[src/rtl/shmem_rr_arbiter.sv]
`timescale 1ns/1ps
// ---------------------------------------------------------------------------
// shmem_rr_arbiter
//
// Round-robin arbiter and sequencer that lets N_CORES processor cores share
// one single-port data memory. It grants one core, issues a single memory
// strobe, waits out the fixed read latency, and then returns a one-cycle ack.
// One transaction takes MEM_LAT+3 cycles from the IDLE sampling edge.
//
// Optional feature macro: ARB_LOCK_EN
//   When defined, a core that holds lock[g] during its RESP cycle keeps the
//   port. Its next request wins regardless of the round-robin pointer. When
//   the macro is undefined, lock is ignored.
//
// Ports
//   clock      : single clock, all state changes on posedge
//   reset      : synchronous, active-high
//   req        : per-core request level, held until ack
//   we         : per-core write(1)/read(0), valid while req
//   addr       : packed per-core address, core i = [i*ADDR_W +: ADDR_W]
//   wdata      : packed per-core write data, core i = [i*DATA_W +: DATA_W]
//   lock       : per-core bus-lock request (ARB_LOCK_EN only)
//   grant      : one-hot owner of the memory port, 0 when idle
//   ack        : one-cycle completion pulse to the owner
//   rdata      : read data broadcast, qualified by ack and !we
//   mem_en     : memory strobe, one cycle per transaction
//   mem_we     : memory write enable, valid with mem_en
//   mem_addr   : memory address
//   mem_wdata  : memory write data
//   mem_rdata  : memory read data, valid MEM_LAT cycles after mem_en
// ---------------------------------------------------------------------------
module shmem_rr_arbiter #(
    parameter int N_CORES = 4,
    parameter int ADDR_W  = 12,
    parameter int DATA_W  = 16,
    parameter int MEM_LAT = 1
) (
    input  logic                       clock,
    input  logic                       reset,
    input  logic [N_CORES-1:0]         req,
    input  logic [N_CORES-1:0]         we,
    input  logic [N_CORES*ADDR_W-1:0]  addr,
    input  logic [N_CORES*DATA_W-1:0]  wdata,
    input  logic [N_CORES-1:0]         lock,
    output logic [N_CORES-1:0]         grant,
    output logic [N_CORES-1:0]         ack,
    output logic [DATA_W-1:0]          rdata,
    output logic                       mem_en,
    output logic                       mem_we,
    output logic [ADDR_W-1:0]          mem_addr,
    output logic [DATA_W-1:0]          mem_wdata,
    input  logic [DATA_W-1:0]          mem_rdata
);

    localparam int IDX_W = (N_CORES > 1) ? $clog2(N_CORES) : 1;
    localparam int SUM_W = IDX_W + 1;
    localparam int CNT_W = $clog2(MEM_LAT + 1);

    typedef enum logic [1:0] {
        IDLE,
        ISSUE,
        WAIT,
        RESP
    } state_t;

    state_t              state_q,     state_d;
    logic [CNT_W-1:0]    cnt_q,       cnt_d;
    logic [IDX_W-1:0]    rr_ptr_q,    rr_ptr_d;
    logic [IDX_W-1:0]    owner_q,     owner_d;
    logic [N_CORES-1:0]  grant_q,     grant_d;
    logic [N_CORES-1:0]  ack_q,       ack_d;
    logic [DATA_W-1:0]   rdata_q,     rdata_d;
    logic                mem_en_q,    mem_en_d;
    logic                mem_we_q,    mem_we_d;
    logic [ADDR_W-1:0]   mem_addr_q,  mem_addr_d;
    logic [DATA_W-1:0]   mem_wdata_q, mem_wdata_d;

`ifdef ARB_LOCK_EN
    logic                lock_valid_q, lock_valid_d;
    logic [IDX_W-1:0]    lock_owner_q, lock_owner_d;
`else
    // Lock is not used in the plain round-robin build.
    logic unused_lock;
    assign unused_lock = ^lock;
`endif

    // ---------------------------------------------------------------------
    // Winner selection: first requesting core at or after rr_ptr, wrapping.
    // The loop runs from the farthest offset down so the nearest one wins.
    // ---------------------------------------------------------------------
    logic              pick_valid;
    logic [IDX_W-1:0]  pick_idx;
    logic [IDX_W-1:0]  rr_cand;
    logic [SUM_W-1:0]  rr_sum;

    always_comb begin
        // NOTE: every variable gets a default before any branch so that no
        // path leaves it unassigned, which would infer a latch.
        pick_valid = 1'b0;
        pick_idx   = '0;
        rr_sum     = '0;
        rr_cand    = '0;
        for (int j = N_CORES - 1; j >= 0; j--) begin
            rr_sum = SUM_W'(rr_ptr_q) + SUM_W'(j);
            if (rr_sum >= SUM_W'(N_CORES)) begin
                rr_sum = rr_sum - SUM_W'(N_CORES);
            end
            rr_cand = rr_sum[IDX_W-1:0];
            if (req[rr_cand]) begin
                pick_valid = 1'b1;
                pick_idx   = rr_cand;
            end
        end
`ifdef ARB_LOCK_EN
        // A held lock overrides round-robin while its owner keeps requesting.
        if (lock_valid_q && req[lock_owner_q]) begin
            pick_valid = 1'b1;
            pick_idx   = lock_owner_q;
        end
`endif
    end

    // Operand mux for the selected core.
    logic               sel_we;
    logic [ADDR_W-1:0]  sel_addr;
    logic [DATA_W-1:0]  sel_wdata;

    always_comb begin
        sel_we    = 1'b0;
        sel_addr  = '0;
        sel_wdata = '0;
        for (int i = 0; i < N_CORES; i++) begin
            if (pick_idx == IDX_W'(i)) begin
                sel_we    = we[i];
                sel_addr  = addr[i*ADDR_W +: ADDR_W];
                sel_wdata = wdata[i*DATA_W +: DATA_W];
            end
        end
    end

    logic [IDX_W-1:0] owner_next;
    assign owner_next = (owner_q == IDX_W'(N_CORES - 1)) ? '0 : owner_q + 1'b1;

    // ---------------------------------------------------------------------
    // Next-state and next-output logic.
    // ---------------------------------------------------------------------
    always_comb begin
        state_d     = state_q;
        cnt_d       = cnt_q;
        rr_ptr_d    = rr_ptr_q;
        owner_d     = owner_q;
        grant_d     = grant_q;
        ack_d       = '0;
        rdata_d     = rdata_q;
        mem_en_d    = 1'b0;
        mem_we_d    = mem_we_q;
        mem_addr_d  = mem_addr_q;
        mem_wdata_d = mem_wdata_q;
`ifdef ARB_LOCK_EN
        lock_valid_d = lock_valid_q;
        lock_owner_d = lock_owner_q;
`endif

        case (state_q)
            IDLE: begin
`ifdef ARB_LOCK_EN
                // Owner walked away from its lock: fall back to round-robin.
                if (lock_valid_q && !req[lock_owner_q]) begin
                    lock_valid_d = 1'b0;
                end
`endif
                if (pick_valid) begin
                    owner_d     = pick_idx;
                    grant_d     = N_CORES'(1) << pick_idx;
                    mem_en_d    = 1'b1;
                    mem_we_d    = sel_we;
                    mem_addr_d  = sel_addr;
                    mem_wdata_d = sel_wdata;
                    state_d     = ISSUE;
                end
            end

            ISSUE: begin
                cnt_d   = CNT_W'(MEM_LAT);
                state_d = WAIT;
            end

            WAIT: begin
                cnt_d = cnt_q - 1'b1;
                if (cnt_q == CNT_W'(1)) begin
                    // Memory data is valid on this last wait cycle.
                    if (!mem_we_q) begin
                        rdata_d = mem_rdata;
                    end
                    ack_d   = grant_q;
                    state_d = RESP;
                end
            end

            RESP: begin
                grant_d = '0;
                state_d = IDLE;
`ifdef ARB_LOCK_EN
                if (lock[owner_q]) begin
                    lock_valid_d = 1'b1;
                    lock_owner_d = owner_q;
                end else begin
                    lock_valid_d = 1'b0;
                    rr_ptr_d     = owner_next;
                end
`else
                rr_ptr_d = owner_next;
`endif
            end

            default: state_d = IDLE;
        endcase
    end

    // ---------------------------------------------------------------------
    // State and output registers.
    // ---------------------------------------------------------------------
    always_ff @(posedge clock) begin
        // NOTE: sequential state uses non-blocking assignments so all
        // registers update together from values sampled at the same edge.
        if (reset) begin
            state_q     <= IDLE;
            cnt_q       <= '0;
            rr_ptr_q    <= '0;
            owner_q     <= '0;
            grant_q     <= '0;
            ack_q       <= '0;
            rdata_q     <= '0;
            mem_en_q    <= 1'b0;
            mem_we_q    <= 1'b0;
            mem_addr_q  <= '0;
            mem_wdata_q <= '0;
        end else begin
            state_q     <= state_d;
            cnt_q       <= cnt_d;
            rr_ptr_q    <= rr_ptr_d;
            owner_q     <= owner_d;
            grant_q     <= grant_d;
            ack_q       <= ack_d;
            rdata_q     <= rdata_d;
            mem_en_q    <= mem_en_d;
            mem_we_q    <= mem_we_d;
            mem_addr_q  <= mem_addr_d;
            mem_wdata_q <= mem_wdata_d;
        end
    end

`ifdef ARB_LOCK_EN
    always_ff @(posedge clock) begin
        if (reset) begin
            lock_valid_q <= 1'b0;
            lock_owner_q <= '0;
        end else begin
            lock_valid_q <= lock_valid_d;
            lock_owner_q <= lock_owner_d;
        end
    end
`endif

    assign grant     = grant_q;
    assign ack       = ack_q;
    assign rdata     = rdata_q;
    assign mem_en    = mem_en_q;
    assign mem_we    = mem_we_q;
    assign mem_addr  = mem_addr_q;
    assign mem_wdata = mem_wdata_q;

endmodule

[config.mk]
export PLATFORM = sky130hd
export DESIGN_NAME = shmem_rr_arbiter
export DESIGN_NICKNAME = d
export VERILOG_FILES = /design/src/rtl/shmem_rr_arbiter.sv
export SDC_FILE = /design/constraint.sdc
export NUM_CORES = 1
export LEC_CHECK = 0
export CAP_MARGIN = 30
export CORE_ASPECT_RATIO = 1.5
export CORE_UTILIZATION = 40
export DETAILED_ROUTE_END_ITERATION = 6
export HOLD_SLACK_MARGIN = 0.05
export PLACE_DENSITY = 0.94
export SLEW_MARGIN = 10
export SYNTH_ARGS = -nofsm -noshare
export SYNTH_HDL_FRONTEND = slang
export SYNTH_SLANG_ARGS = --single-unit
[constraint.sdc]
create_clock -name clock -period 4.4 [get_ports clock]
set_input_delay 0.88 -clock clock [delete_from_list [all_inputs] [get_ports clock]]
set_output_delay 0.88 -clock clock [all_outputs]
set_load 0.05 [all_outputs]
Word level (Yosys, flattened, before mapping)
Index checks and enable logic that the tools add are counted.
{"block": "op_classes", "n_addsub": 9, "order_cmp": 8, "n_eq_ne": 9, "n_shift": 1, "mux": 40, "bitwise": 4, "reduce_logical": 10}
{"operator": "$mux 16", "n": 4}
{"operator": "$mux 12", "n": 4}
{"operator": "$mux 2", "n": 11}
{"operator": "$mux 1", "n": 13}
{"operator": "$lt 2x3->1 const B", "n": 4}
{"operator": "$eq 2x2->1 const B", "n": 5}
{"operator": "$ge 3x3->1 const B", "n": 3}
{"operator": "$bmux 1 s2", "n": 4}
{"operator": "$pmux 2 s4", "n": 1}
{"operator": "$pmux 4 s2", "n": 1}
{"operator": "$sub 2x1->2 const B", "n": 4}
{"operator": "$add 2x2->3 const B", "n": 2}
{"operator": "$reduce_and 2->1", "n": 3}
{"operator": "$eq 2x1->1 const B", "n": 2}
{"operator": "$logic_not 2->1", "n": 2}
{"operator": "$mux 4", "n": 1}
{"operator": "$ne 2x2->1 const B", "n": 2}
{"operator": "$not 1->1", "n": 4}
{"operator": "$reduce_bool 2->1", "n": 2}
{"operator": "$shl 1x2->4 const A", "n": 1}
{"operator": "$add 2x1->3 const B", "n": 1}
{"operator": "$ge 2x3->1 const B", "n": 1}
{"operator": "$reduce_and 3->1", "n": 1}
{"operator": "$reduce_or 3->1", "n": 1}
{"operator": "other kinds (4)", "n": 4}
{"block": "word_totals", "ff_bits": 61, "inputBits": 142, "out_inout_bits": 54, "elab_cells": 92}

Longest topological paths before layout
{"block": "logic_depth", "depth_word": 14, "depth_mapped": 8, "ltp_nobuf": 7}

Worst setup path after synthesis
OpenSTA, ideal clock, no wires.
{"block": "synth_timing", "path_kind": "input-to-reg", "startpoint": "input req[1]", "endpoint": "register mem_wdata_q[13] (netlist: mem_wdata[13])", "setup_ns": 0.122, "t_arrival_ns": 2.222, "t_required_ns": 4.278, "slack_ns": 2.056, "path_stages": 7, "path_buffers": 2, "cell_sequence": "buf_2 or3b_1 o221ai_2 buf_8 mux2i_1 nor4_1 a311o_1"}
{"block": "synth_via", "elab_chain_len": 11, "elab_cells_between_ends": 25, "classes_between": "eq/ne: 3; mux: 20; reduce/logical: 2"}
{"item": "from (decl)", "line_no": "40", "text": "input logic [N_CORES-1:0] req,"}
{"item": "$bmux 1 s2", "line_no": "109", "text": "if (req[rr_cand]) begin"}
{"item": "$mux 1 (not written as such)", "line_no": "109"}
{"item": "$mux 2 (4 in series)", "line_no": "109"}
{"item": "$logic_not 2->1", "line_no": "133", "text": "if (pick_idx == IDX_W'(i)) begin"}
{"item": "$mux 16 (4 in series)", "line_no": "133"}
{"item": "to (signal assigned)", "line_no": "249", "text": "mem_wdata_q <= mem_wdata_d;"}
{"item": "to (decl)", "line_no": "76", "text": "logic [DATA_W-1:0] mem_wdata_q, mem_wdata_d;"}
Parallel ways exist; a longest one is shown, timed or not. The select of a mux whose other input is x is not followed.
A chain may end at the register's enable or synchronous reset.

Final worst setup path
{"block": "layout_timing", "startpoint": "input req[3]", "endpoint": "register mem_wdata_q[13] (netlist: mem_wdata[13])"}
Same word-level chain as after synthesis.

==> flow_metrics.env <==
export IMPL_num_antenna_cells=0
export IMPL_drtPass1Iterations=6
export IMPL_die_area_um2=8580
export IMPL_grt_pass1_vias=3472
export IMPL_core_area_um2=7960
export IMPL_nets=667
export IMPL_instances_no_fill=630
export IMPL_place_congestion=0.744
export IMPL_dp_hpwl_um=7810
export IMPL_seq_area_frac_synth=0.372
export IMPL_die_h_um=113
export IMPL_row_count=40
export IMPL_drive_gt1_frac=0.145
export IMPL_status="complete, no violations"
export IMPL_worstPathBufferInverterCount=1
export IMPL_grt_pass1_wl_um=16100
export IMPL_synth_top_area_frac=0.372
export IMPL_syn_cell_area_um2=3280
export IMPL_num_vias=3342
export IMPL_fin_tns_setup_ns=0
export IMPL_dr_first_iter_drc_count=73
export IMPL_rsz0062_at_grt="no"
export IMPL_wl_um=10200
export IMPL_synth_compound_area_frac=0.311
export IMPL_vdd_drop_max_v=0.000330
export IMPL_io_pins=196
export IMPL_clock_root_buffer="clkbuf_16"
export IMPL_yosysTopAreaCell="dfxtp_1"
export IMPL_synthMuxAreaShare=0.112
export IMPL_htreeDepth=3
export IMPL_antenna_found_initial=0
export IMPL_slew_headroom=0.456
export IMPL_syn_to_final_growth_pct=68.5
export IMPL_grt_max_degree=43
export IMPL_track_usage=0.235
export IMPL_cp_start_kind="input pin"
export IMPL_cts_tree="done"
export IMPL_synth_main_ff_cell="dfxtp_1"
export IMPL_via_per_inst=5.30
export IMPL_cellPowerDensity_nw_per_um2=554
export IMPL_dieWidth_um=75.9
export IMPL_final_common_cell="clkdlybuf4s50_1"
export IMPL_hp_class="reg -> reg"
export IMPL_synth_simple_area_share=0.125
export IMPL_layout_min_cycle_time_ns=2.83
export IMPL_cts_made_buffers=9
export IMPL_worst_pin_slew_ns=0.815
export IMPL_synthAdderAreaFrac=0.0191
export IMPL_mostFrequentLayoutCells="190 x clkdlybuf4s50_1, 61 x dfxtp_1, 40 x nand2_1, 26 x nor2_1, 24 x mux2i_1"
export IMPL_synth_top_family_by_area="compound AO/OA/AOI/OAI gates"
export IMPL_synth_avg_cell_area_um2=9.62
export IMPL_critPathSlowestCell="clkdlybuf4s50_1"
export IMPL_synthTopCellsByArea="dfxtp_1 37%, a221oi_2 9.2%, mux2i_1 7.3%"
export IMPL_crit_chain="clkdlybuf4s50_1 > nor4_2 > nand2b_1 > nor2_1 > a311o_1"
export IMPL_synth_distinct_cells=48
export IMPL_ant_nets=0
export IMPL_drc=0
export IMPL_cap_violations=0
export IMPL_numPortBuffers=191
export IMPL_max_stage_delay_ns=0.59
export IMPL_max_freq_mhz=353
export IMPL_cts_resized=0
export IMPL_clock_sinks=61
export IMPL_synthCells=341
export IMPL_critPathRequiredTime_ns=4.60
export IMPL_start_util=0.412
export IMPL_clkLatencyLatePin_ns=0.32
export IMPL_postCtsSetupRepairBufs=0
export IMPL_hold_ws_ns=0.451
export IMPL_crit_path_max_fanout=14
export IMPL_setup_viol=0
export IMPL_crit_path_end_kind="flip-flop"
export IMPL_hold_buffers=0
export IMPL_wl_per_cell_um=16.1
export IMPL_clk_path_buf_depth=2
export IMPL_post_route_period_util=0.644
export IMPL_critPathTopFamily="simple AND/OR/NAND/NOR gates"
export IMPL_ys_seq_elements=61
export IMPL_clock_skew_ns=0.00999
export IMPL_synthesis_nets=488
export IMPL_critPathArrivalTime_ns=3.03
export IMPL_synth_edf_count=0
export IMPL_critPathKind="in -> reg"
export IMPL_grt_ovfl_total=0
export IMPL_report_final_slew_viol_count=0
export IMPL_placed_cells=611
export IMPL_cts_reportedPaths_clkPinSlew_ns=0.05
export IMPL_yosysWarnings=0
export IMPL_synth_xor_area_share=0
export IMPL_hold_viol=0
export IMPL_final_util=0.695
export IMPL_leakagePower_nw=2.04
export IMPL_synthArstFlopShare=0
[state kept, by name, summed over array words and instances (netlist names)]
signal,flops
ack,4
cnt_q,1
grant,4
mem_addr,12
mem_en,1
mem_wdata,16
mem_we,1
owner_q,2
rdata,16
rr_ptr_q,2
state_q,2
[where the power goes]
part           internal [mW]  switching [mW]  total [mW]
clock network          0.451           0.231       0.682
registers              0.713          0.0929       0.806
logic                  0.585           0.988        1.57
total                   1.75            1.31        3.06
[through the flow]
step                power (mW)  setup WS [ns]  cell area (um2)
global route              3.21           1.39             5530
global placement          2.35           1.10             5180
CTS                       3.09           1.40             5500
finish                    3.06           1.57             5530
floorplan                 1.87           2.06             3280
detailed placement        2.39           1.06             5200
[area by class of cell]
cell class / instances / area (um2)
inverter: 3 / 11.3
timing repair buffer: 200 / 1990
sequential: 61 / 1220
tap: 105 / 131
multi-input combinational: 245 / 1880
clock inverter: 4 / 47.5
fill: 612 / 2430
clock buffer: 12 / 246
[layer usage]
| layer | track usage | up-vias | share of wire |
|---|---|---|---|
| li1 | - | 1631 | - |
| met1 | 0.225 | 1554 | 0.37 |
| met2 | 0.452 | 133 | 0.54 |
| met3 | 0.0694 | 24 | 0.068 |
| met4 | 0.115 | 0 | 0.032 |
| met5 | 0 | - | 0 |
[worst register-to-register path, delay by kind of cell (launching register included)]
family | cells | cell delay (ns)
compound gates | 3 | 0.50
buf+inv | 2 | 0.44
flops | 1 | 0.55
mux | 1 | 0.33
[synthesized netlist by cell type (4+ instances only)]
cell type and number:
dfxtp_1 61, nand2_1 40, nor2_1 26, mux2i_1 24, a21oi_1 23, a221oi_2 20, o21bai_1 20, o22ai_1 20
clkbuf_1 17, a221oi_1 8, a211oi_2 7, mux2_4 7, nand2_2 7, buf_2 5, buf_6 5, ha_1 5
and2_1 4, o21ai_0 4
[cells by family after synthesis]
logic type / count (synthesis)
AOI/OAI and AO/OA: 117
DFF: 61
and+or+nand+nor: 90
adders and majority gates: 5
muxes: 33
buffers and inverters: 35
[path summary, 6_finish.rpt]
kind                from             to  slack [ns]  cells past startpoint
max               req[3]  mem_wdata[13]        1.57                      5
min             rdata[9]       rdata[9]        0.45                      2
max reg2reg  rr_ptr_q[1]    mem_addr[5]        2.46                      6
min reg2reg     rdata[9]       rdata[9]        0.45                      2
Note: power is estimated with default switching activity, not from simulation.
